File: config.mk
export PLATFORM = sky130hd
export DESIGN_NAME = receiveword
export DESIGN_NICKNAME = d
export VERILOG_FILES = /design/src/rtl/receiveword.sv
export SDC_FILE = /design/constraint.sdc
export NUM_CORES = 1
export LEC_CHECK = 0
export ABC_AREA = 0
export BUFFER_PORTS_ARGS = -buffer_cell sky130_fd_sc_hd__buf_2
export CAP_MARGIN = 25
export CORE_ASPECT_RATIO = 1.75
export CORE_MARGIN = 10
export CORE_UTILIZATION = 55
export DETAILED_ROUTE_END_ITERATION = 8
export GPL_TIMING_DRIVEN = 1
export HOLD_SLACK_MARGIN = 0.03
export PLACE_DENSITY = 0.72
export SLEW_MARGIN = 5
export SYNTH_ARGS = -nofsm -noshare
export SYNTH_HDL_FRONTEND = slang
export SYNTH_SLANG_ARGS = --single-unit
File: constraint.sdc
create_clock -name sysclk -period 2.7 [get_ports sysclk]
set_clock_uncertainty 0.05 [all_clocks]
set_input_delay 0.675 -clock sysclk [delete_from_list [all_inputs] [get_ports sysclk]]
set_output_delay 0.675 -clock sysclk [all_outputs]
set_load 0.005 [all_outputs]
File: src/rtl/receiveword.sv
// Pulse-width word receiver: synchronises the serial line, measures each high
// pulse, decodes a 2-bit word MSB-first and strobes valid (or error) for one cycle.
//
// state | meaning
// IDLE  | line quiet, waiting for the first rising edge of a frame
// HIGH  | measuring a high pulse
// LOW   | measuring the gap between the two pulses of a frame
// STUCK | pulse exceeded the maximum width; waiting for the line to fall
module receiveword #(
  parameter int UNIT_CYCLES = 50000,
  parameter int CNT_W       = 20
) (
  input  logic       sysclk,
  input  logic       rst_n,
  input  logic       in,
  output logic [1:0] word,
  output logic       valid,
  output logic       busy,
  output logic       error
);

  localparam logic [CNT_W-1:0] HALF_U  = CNT_W'(UNIT_CYCLES / 2);
  localparam logic [CNT_W-1:0] TWO_U   = CNT_W'(2 * UNIT_CYCLES);
  localparam logic [CNT_W-1:0] THREE_U = CNT_W'(3 * UNIT_CYCLES);
  localparam logic [CNT_W-1:0] FOUR_U  = CNT_W'(4 * UNIT_CYCLES);

  typedef enum logic [1:0] {
    S_IDLE,
    S_HIGH,
    S_LOW,
    S_STUCK
  } state_e;

  logic             in_s1_q, in_s2_q, in_s3_q;
  logic             rise, fall;
  state_e           state_q, state_d;
  logic [CNT_W-1:0] cnt_q, cnt_d, cnt_inc;
  logic             bit_idx_q, bit_idx_d;
  logic             shadow_q, shadow_d;
  logic [1:0]       word_q, word_d;
  logic             valid_q, valid_d;
  logic             error_q, error_d;
  logic             pulse_bit;

  // Two-flop synchroniser plus a third copy for edge detection.
  always_ff @(posedge sysclk or negedge rst_n) begin
    if (!rst_n) begin
      in_s1_q <= 1'b0;
      in_s2_q <= 1'b0;
      in_s3_q <= 1'b0;
    end else begin
      in_s1_q <= in;
      in_s2_q <= in_s1_q;
      in_s3_q <= in_s2_q;
    end
  end

  assign rise = in_s2_q & ~in_s3_q;
  assign fall = ~in_s2_q & in_s3_q;

  // Counter never wraps, so a very long pulse or gap cannot alias to a short one.
  assign cnt_inc = (&cnt_q) ? cnt_q : cnt_q + CNT_W'(1);

  // The count seen at the falling edge is the pulse width in cycles minus one:
  // the counter is cleared in the cycle the rise is seen and stops being looked
  // at in the cycle the fall is seen.
  assign pulse_bit = (cnt_q >= TWO_U);

  // Next-state, counter and output-strobe decode.
  always_comb begin
    state_d   = state_q;
    cnt_d     = cnt_inc;
    bit_idx_d = bit_idx_q;
    shadow_d  = shadow_q;
    word_d    = word_q;
    valid_d   = 1'b0;
    error_d   = 1'b0;
    case (state_q)
      S_IDLE: begin
        cnt_d = '0;
        if (rise) begin
          state_d   = S_HIGH;
          bit_idx_d = 1'b0;
        end
      end
      S_HIGH: begin
        if (fall) begin
          if ((cnt_q < HALF_U) || (cnt_q > FOUR_U)) begin
            error_d = 1'b1;
            state_d = S_IDLE;
          end else if (bit_idx_q) begin
            word_d  = {shadow_q, pulse_bit};
            valid_d = 1'b1;
            state_d = S_IDLE;
          end else begin
            shadow_d  = pulse_bit;
            bit_idx_d = 1'b1;
            cnt_d     = '0;
            state_d   = S_LOW;
          end
        end else if (cnt_q > FOUR_U) begin
          error_d = 1'b1;
          state_d = S_STUCK;
        end
      end
      S_LOW: begin
        if (rise) begin
          cnt_d   = '0;
          state_d = S_HIGH;
        end else if (cnt_q >= THREE_U) begin
          error_d = 1'b1;
          state_d = S_IDLE;
        end
      end
      S_STUCK: begin
        if (fall) begin
          state_d = S_IDLE;
        end
      end
      default: state_d = S_IDLE;
    endcase
  end

  // State, counter, shadow bit and registered outputs.
  always_ff @(posedge sysclk or negedge rst_n) begin
    if (!rst_n) begin
      state_q   <= S_IDLE;
      cnt_q     <= '0;
      bit_idx_q <= 1'b0;
      shadow_q  <= 1'b0;
      word_q    <= 2'b00;
      valid_q   <= 1'b0;
      error_q   <= 1'b0;
    end else begin
      state_q   <= state_d;
      cnt_q     <= cnt_d;
      bit_idx_q <= bit_idx_d;
      shadow_q  <= shadow_d;
      word_q    <= word_d;
      valid_q   <= valid_d;
      error_q   <= error_d;
    end
  end

  assign word  = word_q;
  assign valid = valid_q;
  assign error = error_q;
  assign busy  = (state_q != S_IDLE);

endmodule

; Yosys cells after proc, flatten, opt, wreduce, memory -nomap -nowiden
; Index checks and enable logic that the tools add are counted.
[totals]
mem_bits_ro = 0
output_inout_bits = 5
memories = 0
mem_bits_rw = 0
register_bits = 31
latch_bits = 0
[op_classes]
n_reduce_logical = 9
multipliers = 0
bitwise = 6
addsub = 1
eq_ne = 9
div = 0
shift = 0
order_cmp = 4
muxes = 29
[op_table]
columns = cell, n
row1 = two-way mux 20 bit, 5
row2 = one-hot mux 20 bit (3 select lines), 1
row3 = "adder 20 x 1 -> 20 bit, second input constant", 1
row4 = "greater-or-equal comparator 20 x 17 -> 1 bit, second input constant", 1
row5 = "greater-or-equal comparator 20 x 18 -> 1 bit, second input constant", 1
row6 = "> comparator 20 x 18 -> 1 bit, second input constant", 1
row7 = "< comparator 20 x 15 -> 1 bit, second input constant", 1
row8 = AND reduction 20 bit, 1
row9 = two-way mux 2 bit, 8
row10 = AND reduction 4 bit, 4
row11 = two-way mux 1 bit, 12
row12 = "!= test 2 bit, second input constant", 4
row13 = one-hot mux 2 bit (4 select lines), 1
row14 = "!= test 3 bit, second input constant", 2
row15 = "== test 2 bit, second input constant", 2
row16 = NOT 1 bit, 4
row17 = one-hot mux 1 bit (2 select lines), 2
row18 = nonzero test 2 bit, 2
row19 = AND 1 bit, 2
row20 = "== test 2 x 1 -> 1 bit, second input constant", 1
row21 = logical NOT 2 bit, 1
row22 = logical OR 1 bit, 1

; Longest topological paths before layout
; Gate-level depths: netlist (run 1).
[logic_depth]
depth_word = 6
mapped_depth = 8

; Worst setup path before layout (run 1)
; Ideal clock, no wire load.
[synth_path]
kind = reg2reg
startpoint = register cnt_q[7]
endpoint = register shadow_q
stages_incl_launch_ff = 6
n_path_buf = 0
period_less_slack_ps = 2132
setup_ps = 125
setup_slack_ps = 568
arrival_time_ps = 1957
path_cell_list = dfrtp_1 -> or4_4 -> nor4_4 -> o21ai_2 -> nor4_1 -> mux2_2
[synth_via]
elab_chain_cells = 4
word_cells_on_any_way = 6
cone_classes = order compare: 3 / bitwise: 1 / reduce/logical: 2
[synth_lines]
columns = item, line
row1 = "start, declared", 37  ; logic [CNT_W-1:0] cnt_q, cnt_d, cnt_inc;
row2 = "start signal, assigned", 136  ; cnt_q <= cnt_d;
row3 = < comparator 20 x 15 -> 1 bit or > comparator 20 x 18 -> 1 bit (tied branches), 88  ; if ((cnt_q < HALF_U) || (cnt_q > FOUR_U)) begin
row4 = logical OR 1 bit, 88
row5 = NOT 1 bit (no source line), --
row6 = AND reduction 4 bit (no source line), --
row7 = "end signal, assigned", 138  ; shadow_q <= shadow_d;
row8 = "end, declared", 39  ; logic shadow_q, shadow_d;
; Several ways; a longest one is shown, not always the timed one.
; A chain may end at the register's enable or synchronous reset.

; Final worst setup path (run 1)
[layout_path]
startpoint = register cnt_q[7]
endpoint = register cnt_q[17]
[layout_via]
elab_chain_cells = 6
word_cells_on_any_way = 11
cone_classes = add/sub: 1 / order compare: 2 / mux: 6 / reduce/logical: 2
[layout_lines]
columns = item, line
row1 = adder 20 x 1 -> 20 bit or AND reduction 20 bit (tied branches), 62  ; assign cnt_inc = (&cnt_q) ? cnt_q : cnt_q + CNT_W'(1);
row2 = two-way mux 20 bit, 62
row3 = two-way mux 20 bit, 91  ; end else if (bit_idx_q) begin
row4 = two-way mux 20 bit, 88
row5 = two-way mux 20 bit, 87  ; if (fall) begin
row6 = one-hot mux 20 bit (3 select lines) (*), 78  ; case (state_q)
row7 = named net cnt_d[17], 37
; Mark *: on every way through the listed nets, which the timed path passes. The rest lies on a longest branch.

==> results_dict.tcl, run 1 <==
set metrics [dict create \
    num_vias 1718 \
    place.gp.congestion 0.9624 \
    dp.final_hpwl_mm 3.395 \
    worst-endpoint-required_ns 2.81 \
    place_ws_ns 0.4277 \
    post-route-min-period_ns 2.282 \
    layout_commonest_cell "dfrtp_1" \
    clk_latency_ns 0.29 \
    grt_usage 0.1505 \
    hold_class "reg2reg" \
    critPathLaunchType "register" \
    grt_overflow 0 \
    cts.sinks 31 \
    synth_cells 221 \
    swShare 0.3631 \
    power.leakage_uw 0.0008239 \
    ant_nets 0 \
    wl_per_cell_um 17.04 \
    die_area_um2 6444 \
    synth_ff_type "dfrtp_1" \
    design_area_um2 2121 \
    p_per_area_nw_per_um2 677.9 \
    nNetsFinal 235 \
    seqPwrFrac 0.399 \
    diodes 0 \
    end_kind "register" \
    power_switching_uw 522.0 \
    yosys.cell_types.count 47 \
    arrival_ns 2.39 \
    path_max_fanout 20 \
    cts_resized 0 \
    r2r-start "cnt_q[7]$_DFF_PN0_" \
    max_freq_ghz 0.4382 \
    intPower_uw 915.6 \
    slowest_stage "or4_4" \
    layout-drive-gt1-share 0.1057 \
    avgSynthCellArea_um2 8.866 \
    syn_area_um2 1959 \
    yosys_warnings 0 \
    synth_top_area_cell "dfrtp_1" \
    cts_tree "done" \
    yosysSeqAreaShare 0.3959 \
    syn_nets 230 \
    fin_crit_sh 0.8452 \
    antenna_found_initial 0 \
    clkPwrFrac 0.280 \
    cts_max_path_buffers 2 \
    ys_ff_latch 31 \
    grt_pass1_wl_mm 7.755 \
    path_class "reg2reg" \
    min_from "in_s1_q$_DFF_PN0_" \
    cts_max_level 2 \
    cp_top_family "simple AND/OR/NAND/NOR gates" \
    die_y_um 98.96 \
    numCtsBuffers 5 \
    critical-path-max-stage-delay_ns 0.57 \
    area_growth_pct 8.237 \
    die_x_um 65.12 \
    root_buffer "clkbuf_8" \
    power_uw 1438 \
    rows 28 \
    first_iter_violations 143 \
    synth-edff-count 0 \
    cts_setup_buffers 0 \
    vias_per_cell 6.316 \
    largest_register "cnt_q" \
    port-buffer-count 7 \
    initial_core_util 0.5766 \
    startpoint "cnt_q[7]$_DFF_PN0_" \
    core_area_um2 3398 \
    slew_violations 0 \
    status "finished, final reports clean" \
    drt_pass1_iterations 4 \
    drc_errors 0 \
    finalSetupTns_ns 0 \
    async_flop_share 1.000 \
    ys_top_cells_by_area "dfrtp_1, nor2_1, xnor2_1" \
    largest_reg_flops 20 \
    slew_headroom 0.5039 \
    path_cells "or4_4 > nor4_4 > o21ai_2 > o32ai_2 > buf_4 > nor3_1" \
    ctsHoldBuffers 0 \
    layout_common_cells "dfrtp_1, nor2_1, nand2_1" \
    power_frac_comb 0.322 \
    fillers 293 \
    holdWs_ns 0.3098 \
    grt_pass1_vias 1706 \
    critPathBufInv 1 \
    path_clk_slew_ns 0.06 \
    worst_slack_ns 0.4181 \
    setup_viol 0 \
    worstMarginPinSlew_ns 0.7254 \
    peakVddDrop_mv 0.4101 \
    maxCapViolCount 0 \
    yosysTopAreaCellShare 0.3959 \
    rsz0062_at_grt "no" \
    num_io_pins 8 \
    grt_start_max_net_pins 32 \
    hold_viol 0 \
    placed_area_um2 2021 \
    finalWirelength_mm 4.636 \
]
## per-layer routing
layer,track usage,vias up,share of wire
met5,0,-,0
met1,0.1485,838,0.38
li1,-,808,-
met2,0.2713,56,0.55
met4,0.08940,0,0.033
met3,0.03628,16,0.044
## worst paths after layout
kind | slack [ns] | depth (start not counted) | end
max in group asynchronous | 1.74 | 1 | cnt_q[18]$_DFF_PN0_
max reg2reg | 0.42 | 6 | cnt_q[17]$_DFF_PN0_
min reg2reg | 0.31 | 0 | in_s2_q$_DFF_PN0_
min | 0.31 | 0 | in_s2_q$_DFF_PN0_
min in group asynchronous | 0.38 | 1 | valid$_DFF_PN0_
max | 0.42 | 6 | cnt_q[17]$_DFF_PN0_
## stage by stage
stage                     instances    util
after floorplan                 221       -
after global placement          264  0.5946
after detailed placement        264  0.5946
after CTS                       272  0.6241
after global routing            272  0.6241
final                           272  0.6241
## cell families (layout without fill, tap and decap cells)
| logic type | Yosys count | after routing | share of synthesized area |
|---|---|---|---|
| buffers and inverters | 25 | 31 | 0.04981 |
| AOI/OAI and AO/OA | 45 | 45 | 0.1648 |
| xor gates and xnor gates | 13 | 13 | 0.05811 |
| adders and majority gates | 6 | 6 | 0.03831 |
| and+or+nand+nor | 95 | 95 | 0.2605 |
| DFF | 31 | 31 | 0.3959 |
| muxes | 6 | 6 | 0.03257 |
## area by class of cell
cell class	count	area, µm²	share of cell area
multi-input combinational	165	1086	0.5121
sequential	31	775.7	0.3658
inverter	14	52.55	0.02478
timing repair buffer	9	50.05	0.02360
clock buffer	8	100.1	0.04720
tap	45	56.30	0.02655
## power by group through the flow
stage	clock network [µW]	logic, µW	registers [µW]
2_1_floorplan	0	348	565
3_3_place_gp	0	440	576
3_5_place_dp	0	460	581
4_1_cts	412	464	572
5_1_grt	425	512	581
6_report	402	463	573
## cells in the mapped netlist, types with 3 or more instances
| library cell | number |
|---|---|
| a211oi_1 | 5 |
| a21oi_1 | 4 |
| a31oi_1 | 3 |
| buf_2 | 3 |
| clkbuf_1 | 8 |
| dfrtp_1 | 31 |
| ha_1 | 6 |
| inv_1 | 14 |
| mux2i_1 | 3 |
| nand2_1 | 16 |
| nand2b_1 | 3 |
| nand3_1 | 10 |
| nor2_1 | 26 |
| nor3_1 | 12 |
| nor4_1 | 9 |
| o211ai_1 | 7 |
| o21ai_0 | 9 |
| or3_1 | 3 |
| xnor2_1 | 11 |
## worst reg2reg max path: stages (launching register included)
cell	delay, ns
dfrtp_1	0.45
or4_4	0.58
nor4_4	0.25
o21ai_2	0.17
o32ai_2	0.27
buf_4	0.28
nor3_1	0.10
Power figures use the tool's default switching activity.
==> run 2: changes to the inputs <==
ABC_AREA = 1   (was 0)
clock period = 2.2 ns   (was 2.7 ns; I/O delays follow)
==> run 2 against run 1 <==
- highest routed layer unchanged
- fmax up 21%
- sequential power up 17%
- cell count up 36%
- largest cell class unchanged
- hold slack lost 0.057 ns
- critical endpoint is now cnt_q[1]$_DFF_PN0_
- setup slack worse by 0.10 ns
- final area rose by 14%
- power rose by 30%
- die area up 11%
- first-iteration DRC count rose by 13%
- synthesized area is 15% higher
- core utilization down 0.39 points
==> results_dict.tcl, run 2 <==
set metrics [dict create \
    fillers 405 \
    numCtsBuffers 5 \
    diodes 0 \
    port-buffer-count 7 \
    drc_errors 0 \
    finalSetupTns_ns 0 \
    nNetsFinal 329 \
    layout-drive-gt1-share 0.1963 \
    holdWs_ns 0.2524 \
    cts_max_level 2 \
    worstMarginPinSlew_ns 0.6992 \
    end_kind "register" \
    place_inst 361 \
    yosys_warnings 0 \
    critical-path-max-stage-delay_ns 0.44 \
    synth_top_cells_by_count "nand2_1, nor2_1, inv_1" \
    critPathBufInv 2 \
    num_io_pins 8 \
    path_class "reg2reg" \
    clk_latency_ns 0.29 \
    ys_top_cells_by_area "dfrtp_1, nand2_1, nor2_1" \
    yosysSeqAreaShare 0.3446 \
    cts_resized 0 \
    synth_ff_type "dfrtp_1" \
    grt_start_max_net_pins 32 \
    grt_usage 0.1520 \
    root_buffer "clkbuf_8" \
    area_growth_pct 7.560 \
    final_cells 369 \
    max_freq_ghz 0.5311 \
    yosysTopAreaCellShare 0.3446 \
    maxCapViolCount 0 \
    post-route-min-period_ns 1.883 \
    synth_top_area_cell "dfrtp_1" \
    initial_core_util 0.5766 \
    largest_reg_flops 20 \
    cts_setup_buffers 0 \
    avgSynthCellArea_um2 7.238 \
    rows 30 \
    setup_viol 0 \
    slew_violations 0 \
    worst-endpoint-required_ns 2.31 \
    ff_latch_area_um2 775.7 \
    path_max_fanout 10 \
    hold_viol 0 \
    ys_ff_latch 31 \
    cts_tree "done" \
    layout_common_cells "nand2_1, nor2_1, inv_1" \
    grt_pass1_vias 1901 \
    syn_nets 320 \
    finalWirelength_mm 4.984 \
    synth-edff-count 0 \
    arrival_ns 1.99 \
    drt_pass1_iterations 4 \
    layout_commonest_cell "nand2_1" \
    synth.most_common_cell "nand2_1" \
    path_clk_slew_ns 0.06 \
    critPathLaunchType "register" \
    peakVddDrop_mv 0.5360 \
    slowest_stage "dfrtp_1" \
    grt_overflow 0 \
    core_area_um2 3904 \
    die_y_um 104.6 \
    num_vias 1926 \
    critPathMostFrequentCell "nor2_2" \
    die_x_um 68.36 \
    first_iter_violations 162 \
    power.leakage_uw 0.001229 \
    multiInputGateArea_um2 1272 \
    place.gp.congestion 0.9178 \
    cp_top_family "simple AND/OR/NAND/NOR gates" \
    synth_cells 311 \
    antenna_found_initial 0 \
    p_per_area_nw_per_um2 770.4 \
    dp.final_hpwl_mm 3.790 \
    hold_class "in2async" \
    fin_crit_sh 0.8558 \
    design_area_um2 2421 \
    cts_max_path_buffers 2 \
    slew_headroom 0.5339 \
    wl_per_cell_um 13.51 \
    cts.sinks 31 \
    placed_area_um2 2321 \
    vias_per_cell 5.220 \
    path_cells "ha_1 > inv_1 > nor2_2 > nand2_2 > nor2_2 > nand2_4 > clkinv_2 > nand2_1 > o21ai_0 > a21oi_2" \
    async_flop_share 1.000 \
    rsz0062_at_grt "no" \
    syn_area_um2 2251 \
    ctsHoldBuffers 0 \
    largest_register "cnt_q" \
    ant_nets 0 \
    grt_pass1_wl_mm 8.535 \
    yosys.cell_types.count 30 \
    die_area_um2 7153 \
    status "finished, final reports clean" \
]
-- run 2: cell types whose count changed after synthesis, sizes merged, moves of 9 or more --
| cell | change |
|---|---|
| a21boi | +9 |
| inv | +24 |
| xnor2 | -11 |
| nand2 | +73 |
| nand3 | +13 |
| nor4 | -11 |
| nor2 | +18 |
| a21oi | +17 |
-- run 2: report_power, final --
group | internal (µW) | switching [µW] | leakage, µW
registers | 623 | 50.2 | 0.000420
logic | 198 | 500 | 0.000757
clock network | 285 | 209 | 0.0000515
-- run 2: final timing paths --
kind	from	to	slack, ns	depth (start not counted)
setup / recovery	cnt_q[0]$_DFF_PN0_	cnt_q[1]$_DFF_PN0_	0.32	10
hold reg to reg	in_s1_q$_DFF_PN0_	in_s2_q$_DFF_PN0_	0.31	0
max in group asynchronous	rst_n	cnt_q[17]$_DFF_PN0_	1.39	1
hold / removal	rst_n	valid$_DFF_PN0_	0.25	1
min in group sysclk	in_s1_q$_DFF_PN0_	in_s2_q$_DFF_PN0_	0.31	0
setup reg to reg	cnt_q[0]$_DFF_PN0_	cnt_q[1]$_DFF_PN0_	0.32	10
-- run 2: kinds of logic after synthesis --
| logic type | count (synthesis) | share of synthesized area |
|---|---|---|
| buffers and inverters | 49 | 0.09227 |
| xor gates and xnor gates | 9 | 0.03502 |
| DFF | 31 | 0.3446 |
| AOI/OAI and AO/OA | 43 | 0.1406 |
| adders and majority gates | 6 | 0.03335 |
| and+or+nand+nor | 173 | 0.3541 |
-- run 2: final cells by class --
class / count / area share
Sequential cell: 31 / 0.3204
Clock buffer: 8 / 0.04134
Timing Repair Buffer: 10 / 0.02377
Tap cell: 48 / 0.02481
Multi-Input combinational cell: 231 / 0.5256
Inverter: 41 / 0.06408
-- run 2: stage by stage --
step	power (µW)	utilization	setup slack, ns
after floorplan	1249	-	0.5784
after global placement	1383	0.5946	0.3503
after detailed placement	1391	0.5946	0.3161
after CTS	1888	0.6202	0.3064
after global routing	2010	0.6202	0.1348
final	1865	0.6202	0.3172
-- run 2: worst register-to-register path, delay by kind of cell, from the launching register on --
| family | cells | cell delay [ns] |
|---|---|---|
| buffers and inverters | 2 | 0.21 |
| flip-flops | 1 | 0.44 |
| AO/OA/AOI/OAI | 2 | 0.13 |
| adder cells (fa/ha/maj) | 1 | 0.24 |
| AND/OR/NAND/NOR | 5 | 0.68 |
-- run 2: layer usage --
layer / global-route usage / vias to the layer above / part of all wire
met5: 0 / - / 0
met4: 0.09249 / 0 / 0.036
met3: 0.03102 / 15 / 0.033
met2: 0.2660 / 36 / 0.55
met1: 0.1537 / 875 / 0.38
li1: - / 1000 / -
